**src/rtl/lsu_pkg.sv**
```systemverilog
// Shared constants and types for the load/store controller.
package lsu_pkg;

    localparam int MASK_W = 8;

    // RV32 load/store width codes
    localparam logic [2:0] F3_B  = 3'b000;
    localparam logic [2:0] F3_H  = 3'b001;
    localparam logic [2:0] F3_W  = 3'b010;
    localparam logic [2:0] F3_BU = 3'b100;
    localparam logic [2:0] F3_HU = 3'b101;

    typedef enum logic [1:0] {
        IDLE,
        ACCESS,
        RESP
    } state_t;

    // True when the request must be rejected without touching memory:
    // unknown width code for its direction, or an address not aligned to the width.
    function automatic logic is_illegal(input logic wen, input logic [2:0] f3,
                                        input logic [1:0] off);
        logic bad_code;
        logic bad_align;
        bad_code  = 1'b0;
        bad_align = 1'b0;
        if (wen) begin
            bad_code = !((f3 == F3_B) || (f3 == F3_H) || (f3 == F3_W));
        end else begin
            bad_code = (f3 == 3'b011) || (f3 == 3'b110) || (f3 == 3'b111);
        end
        if ((f3 == F3_H) || (f3 == F3_HU)) begin
            bad_align = off[0];
        end
        if (f3 == F3_W) begin
            bad_align = (off != 2'b00);
        end
        return bad_code || bad_align;
    endfunction

endpackage

```
**src/rtl/lsu_align.sv**
```systemverilog
// Byte-lane logic: store mask and data placement, load extraction and extension.
module lsu_align
    import lsu_pkg::*;
(
    input  logic [2:0]        funct3,
    input  logic [1:0]        off,
    input  logic [31:0]       wdata,
    input  logic [31:0]       rdata,
    output logic [MASK_W-1:0] wmask,
    output logic [31:0]       wdata_sh,
    output logic [31:0]       rdata_ext
);

    logic [4:0]  sh_amt;
    logic [31:0] rd_sh;

    assign sh_amt = {off, 3'b000};
    assign rd_sh  = rdata >> sh_amt;

    // Lane selection per width code; unused codes leave everything at zero
    always_comb begin
        wmask     = '0;
        wdata_sh  = '0;
        rdata_ext = '0;
        case (funct3)
            F3_B: begin
                wmask     = {4'b0000, 4'b0001 << off};
                wdata_sh  = {24'b0, wdata[7:0]} << sh_amt;
                rdata_ext = {{24{rd_sh[7]}}, rd_sh[7:0]};
            end
            F3_H: begin
                wmask     = {4'b0000, 4'b0011 << off};
                wdata_sh  = {16'b0, wdata[15:0]} << sh_amt;
                rdata_ext = {{16{rd_sh[15]}}, rd_sh[15:0]};
            end
            F3_W: begin
                wmask     = 8'h0F;
                wdata_sh  = wdata;
                rdata_ext = rd_sh;
            end
            F3_BU: begin
                rdata_ext = {24'b0, rd_sh[7:0]};
            end
            F3_HU: begin
                rdata_ext = {16'b0, rd_sh[15:0]};
            end
            default: begin
            end
        endcase
    end

endmodule

```
**src/rtl/lsu_mem_ctrl.sv**
```systemverilog
// Load/store controller: one request at a time, memory access held for
// MEM_LATENCY cycles, registered response held until taken.
module lsu_mem_ctrl
    import lsu_pkg::*;
#(
    parameter int MEM_LATENCY = 1
) (
    input  logic              clk,
    input  logic              rst,
    input  logic              req_valid,
    output logic              req_ready,
    input  logic              req_wen,
    input  logic [2:0]        req_funct3,
    input  logic [31:0]       req_addr,
    input  logic [31:0]       req_wdata,
    output logic              resp_valid,
    input  logic              resp_ready,
    output logic [31:0]       resp_rdata,
    output logic              resp_err,
    output logic              mem_valid,
    output logic [31:0]       mem_raddr,
    output logic              mem_wen,
    output logic [31:0]       mem_waddr,
    output logic [MASK_W-1:0] mem_wmask,
    output logic [31:0]       mem_wdata,
    input  logic [31:0]       mem_rdata
);

    localparam int CNT_W = (MEM_LATENCY > 1) ? $clog2(MEM_LATENCY) : 1;
    localparam logic [CNT_W-1:0] CNT_LAST = CNT_W'(MEM_LATENCY - 1);

    state_t           state_q, state_d;
    logic             wen_q, wen_d;
    logic [2:0]       funct3_q, funct3_d;
    logic [31:0]      addr_q, addr_d;
    logic [31:0]      wdata_q, wdata_d;
    logic [CNT_W-1:0] cnt_q, cnt_d;
    logic [31:0]      rdata_q, rdata_d;
    logic             err_q, err_d;

    logic [MASK_W-1:0] al_wmask;
    logic [31:0]       al_wdata;
    logic [31:0]       al_rdata;

    lsu_align u_align (
        .funct3    (funct3_q),
        .off       (addr_q[1:0]),
        .wdata     (wdata_q),
        .rdata     (mem_rdata),
        .wmask     (al_wmask),
        .wdata_sh  (al_wdata),
        .rdata_ext (al_rdata)
    );

    // State and request/response registers
    always_ff @(posedge clk or posedge rst) begin
        if (rst) begin
            state_q  <= IDLE;
            wen_q    <= 1'b0;
            funct3_q <= '0;
            addr_q   <= '0;
            wdata_q  <= '0;
            cnt_q    <= '0;
            rdata_q  <= '0;
            err_q    <= 1'b0;
        end else begin
            state_q  <= state_d;
            wen_q    <= wen_d;
            funct3_q <= funct3_d;
            addr_q   <= addr_d;
            wdata_q  <= wdata_d;
            cnt_q    <= cnt_d;
            rdata_q  <= rdata_d;
            err_q    <= err_d;
        end
    end

    // Next-state and output decode; outputs are purely a function of state so
    // an asynchronous reset drops mem_valid/mem_wen at once
    always_comb begin
        state_d    = state_q;
        wen_d      = wen_q;
        funct3_d   = funct3_q;
        addr_d     = addr_q;
        wdata_d    = wdata_q;
        cnt_d      = cnt_q;
        rdata_d    = rdata_q;
        err_d      = err_q;
        req_ready  = 1'b0;
        resp_valid = 1'b0;
        resp_rdata = rdata_q;
        resp_err   = err_q;
        mem_valid  = 1'b0;
        mem_raddr  = '0;
        mem_wen    = 1'b0;
        mem_waddr  = '0;
        mem_wmask  = '0;
        mem_wdata  = '0;
        case (state_q)
            IDLE: begin
                req_ready = 1'b1;
                if (req_valid) begin
                    wen_d    = req_wen;
                    funct3_d = req_funct3;
                    addr_d   = req_addr;
                    wdata_d  = req_wdata;
                    cnt_d    = '0;
                    rdata_d  = '0;
                    if (is_illegal(req_wen, req_funct3, req_addr[1:0])) begin
                        err_d   = 1'b1;
                        state_d = RESP;
                    end else begin
                        err_d   = 1'b0;
                        state_d = ACCESS;
                    end
                end
            end
            ACCESS: begin
                mem_valid = 1'b1;
                mem_raddr = {addr_q[31:2], 2'b00};
                mem_waddr = {addr_q[31:2], 2'b00};
                // write strobe only on the first beat so a held access writes once
                mem_wen   = wen_q && (cnt_q == '0);
                mem_wmask = wen_q ? al_wmask : '0;
                mem_wdata = wen_q ? al_wdata : '0;
                if (cnt_q == CNT_LAST) begin
                    rdata_d = wen_q ? 32'h0 : al_rdata;
                    state_d = RESP;
                end else begin
                    cnt_d = cnt_q + 1'b1;
                end
            end
            RESP: begin
                resp_valid = 1'b1;
                if (resp_ready) begin
                    state_d = IDLE;
                end
            end
            default: begin
                state_d = IDLE;
            end
        endcase
    end

endmodule

```
**config.mk**
```make
export PLATFORM = sky130hd
export DESIGN_NAME = lsu_mem_ctrl
export DESIGN_NICKNAME = d
export VERILOG_FILES = /design/src/rtl/lsu_pkg.sv /design/src/rtl/lsu_align.sv /design/src/rtl/lsu_mem_ctrl.sv
export SDC_FILE = /design/constraint.sdc
export NUM_CORES = 1
export LEC_CHECK = 0
export BUFFER_PORTS_ARGS = -buffer_cell sky130_fd_sc_hd__buf_2
export CORE_MARGIN = 3
export CORE_UTILIZATION = 48
export DETAILED_ROUTE_END_ITERATION = 8
export HOLD_SLACK_MARGIN = 0.06
export PLACE_DENSITY = 0.79
export SYNTH_ARGS = -nofsm -noshare
export SYNTH_HDL_FRONTEND = slang
export SYNTH_SLANG_ARGS = --single-unit
export TNS_END_PERCENT = 1
```
**constraint.sdc**
```tcl
create_clock -name clk -period 3.6 [get_ports clk]
set_clock_uncertainty 0.05 [all_clocks]
set_input_delay 0.36 -clock clk [delete_from_list [all_inputs] [get_ports clk]]
set_output_delay 0.36 -clock clk [all_outputs]
set_load 0.005 [all_outputs]
```
==> impl_metrics.yaml <==
status:
  status: "completed"
timing:
  finalCritPeriodShare_pct: 80.7
  relSlewSlack_pct: 18.2
  finalHoldViolations: 0
  fmax_ghz: 0.344
  maxSlewViolCount: 0
  setup_viol_count_final: 0
  whs_ps: 122
  rsz0062_at_grt: "no"
  worstMarginPinSlew_ps: 1230
  tns_ps: 0
  fin_crit_ps: 2910
logic_synthesis:
  synth_edf_count: 0
  syn-mean-instance-area_um2: 8.66
  yosys.area.top_type_share_pct: 45.8
  synth_flop_cell: "dfrtp_1"
  async_reset_ff_share_pct: 100
  synth_area_leaders: "dfrtp_1 (46%), nand2_1 (15%), buf_4 (5.3%), and2_1 (5.2%), a22oi_1 (3.2%)"
  ys_seq_elements: 103
  synth_warnings: 0
  ys_types: 43
  synth_area_um2: 5630
  yosys-top-cells-count: "nand2_1 (225), dfrtp_1 (103), and2_1 (47), buf_4 (40), nor2_1 (38)"
  synth_most_common_cell: "nand2_1"
  synth_top_area_cell: "dfrtp_1"
  seq_area_frac_synth_pct: 45.8
  syn-instance-count: 650
clock_network:
  post-cts-setup-buffers: 0
  cts_max_level: 3
  cts_tree: "yes"
  clkTransAtPathRegs_ps: 80
  cts_root_buffer: "clkbuf_16"
  ctsHoldBuffers: 0
  clockBufferDepth: 2
  cts_made_buffers: 9
  cts_resized: 0
  clock_latency_ps: 340
  clock_sinks: 103
floorplanning:
  rows: 38
  core_area_um2: 11100
  die_area_um2: 13100
  start_util_pct: 50.6
  die_h_um: 114
  pin_count: 245
  die_w_um: 114
drt:
  drt_iter0_drc: 437
  dr_total_vias: 5206
  drt-vias-per-instance: 5.32
  drc: 0
  ant_nets: 0
  wl_um: 16200
  wire_per_inst_um: 16.6
  dr.pass1.iters: 5
global_routing:
  grt_pass1_vias: 4984
  gr-total-overflow: 0
  grt_antenna_before_repair: 0
  grt_max_degree: 66
  grt_pass1_wl_um: 25300
  grt_usage_pct: 24.5
place:
  dp_hpwl_um: 12000
  routabilityCongestion: 0.906
  port_buffers: 236
  placed_cells: 962
worst_setup_path:
  cp.arrival_ps: 2500
  crit_path_start_kind: "flop"
  worst_path_largest_cell_delay_ps: 960
  r2r-start: "state_q[0]$_DFFE_PP0P_"
  required_ps: 3190
  cp_num_buf_inv: 1
  end_kind: "output port"
  crit_path_start: "addr_q[0]$_DFFE_PP0P_"
  reg2reg_setup_slack_ps: 1010
  critPathKind: "reg -> out"
  crit_chain: "nand2_1 -> nor2b_1 -> a22oi_1 -> o2bb2ai_1 -> buf_2"
  cp_top_family: "flip-flops"
  crit_fanout: 43
  cpMaxStageDelayCell: "dfrtp_2"
pwr:
  power_density_nw_per_um2: 652
  ir_worst_vdd_mv: 0.359
  power.total_mw: 4.50
  leakage_nw: 3.91
final_layout:
  drive_above_1_share_pct: 34.3
  area_growth_pct: 22.6
  finalNetCount: 937
  finalNonFillerCells: 978
worst_hold_path:
  hold_path.class: "in -> async"
flow_run:
  cap_violations: 0
## power by group
part           leakage (nW)  switching [mW]  total (mW)  internal [mW]
clock                 0.140           0.445       0.987          0.542
sequential             1.32           0.456        2.04           1.58
combinational          2.45           0.850        1.48          0.626
total                  3.91            1.75        4.50           2.75
## placed cells by master (no fill, tap or decap), types with 2 or more instances in the layout
cell type and count:
nand3_2 9, dfrtp_1 102, o2bb2ai_1 8, buf_2 236, o21ai_0 18, nand2_1 224
nor3_1 3, buf_4 10, nor2b_1 7, a21oi_1 10, nor2_1 38, a22oi_1 24
a221o_1 16, a22o_1 8, inv_1 5, mux2i_1 14, clkinvlp_4 2, mux2_1 6
nor3_2 2, conb_1 8, and2_1 46, clkbuf_16 9, o21ai_1 4
## cell families after synthesis
logic type | count (synthesis) | synth area share, %
buffers and inverters | 87 | 9.20
DFF | 103 | 45.8
AOI/OAI and AO/OA | 96 | 13.0
muxes | 22 | 4.29
and+or+nand+nor | 341 | 27.6
other | 1 | 0.0666
## worst paths after layout
path,to,cells past startpoint
worst max-delay path,mem_wdata[18],5
worst min-delay path,resp_rdata[5]$_DFFE_PP0P_,2
worst max register to register,resp_rdata[30]$_DFFE_PP0P_,4
worst min register to register,addr_q[9]$_DFFE_PP0P_,2
max in group asynchronous,wdata_q[5]$_DFFE_PP0P_,3
min in group clk,addr_q[14]$_DFFE_PP0P_,3
## layer usage
metal / share of wire (%) / GRT usage (%)
met1: 41 / 32.1
met2: 48 / 39.9
met3: 8.9 / 6.03
met4: 2.4 / 8.16
met5: 0 / 0
## state kept, by name, indices dropped and copies added, names as in the netlist
name	cells
addr_q	32
wen_q	1
state_q	2
resp_rdata	32
funct3_q	3
wdata_q	32
resp_err	1
## area by class of cell
| type | instances | area [um^2] |
|---|---|---|
| well taps | 140 | 175 |
| fillers | 1015 | 4220 |
| multi-input cells | 467 | 2570 |
| diodes | 1 | 2.50 |
| clock buffers | 9 | 225 |
| repair buffers | 246 | 1260 |
| inverters | 6 | 25.0 |
| flip-flops and latches | 103 | 2580 |
| clock inverters | 6 | 70.1 |
## per-stage QoR
stage	cell area [um^2]	util, %	setup slack [ps]
floorplan	5660	-	486
global placement	6610	59.4	1100
detailed placement	6610	59.4	1040
CTS	6900	62.0	732
global route	6900	62.0	466
finish	6900	62.0	694
Power figures use the tool's default switching activity.
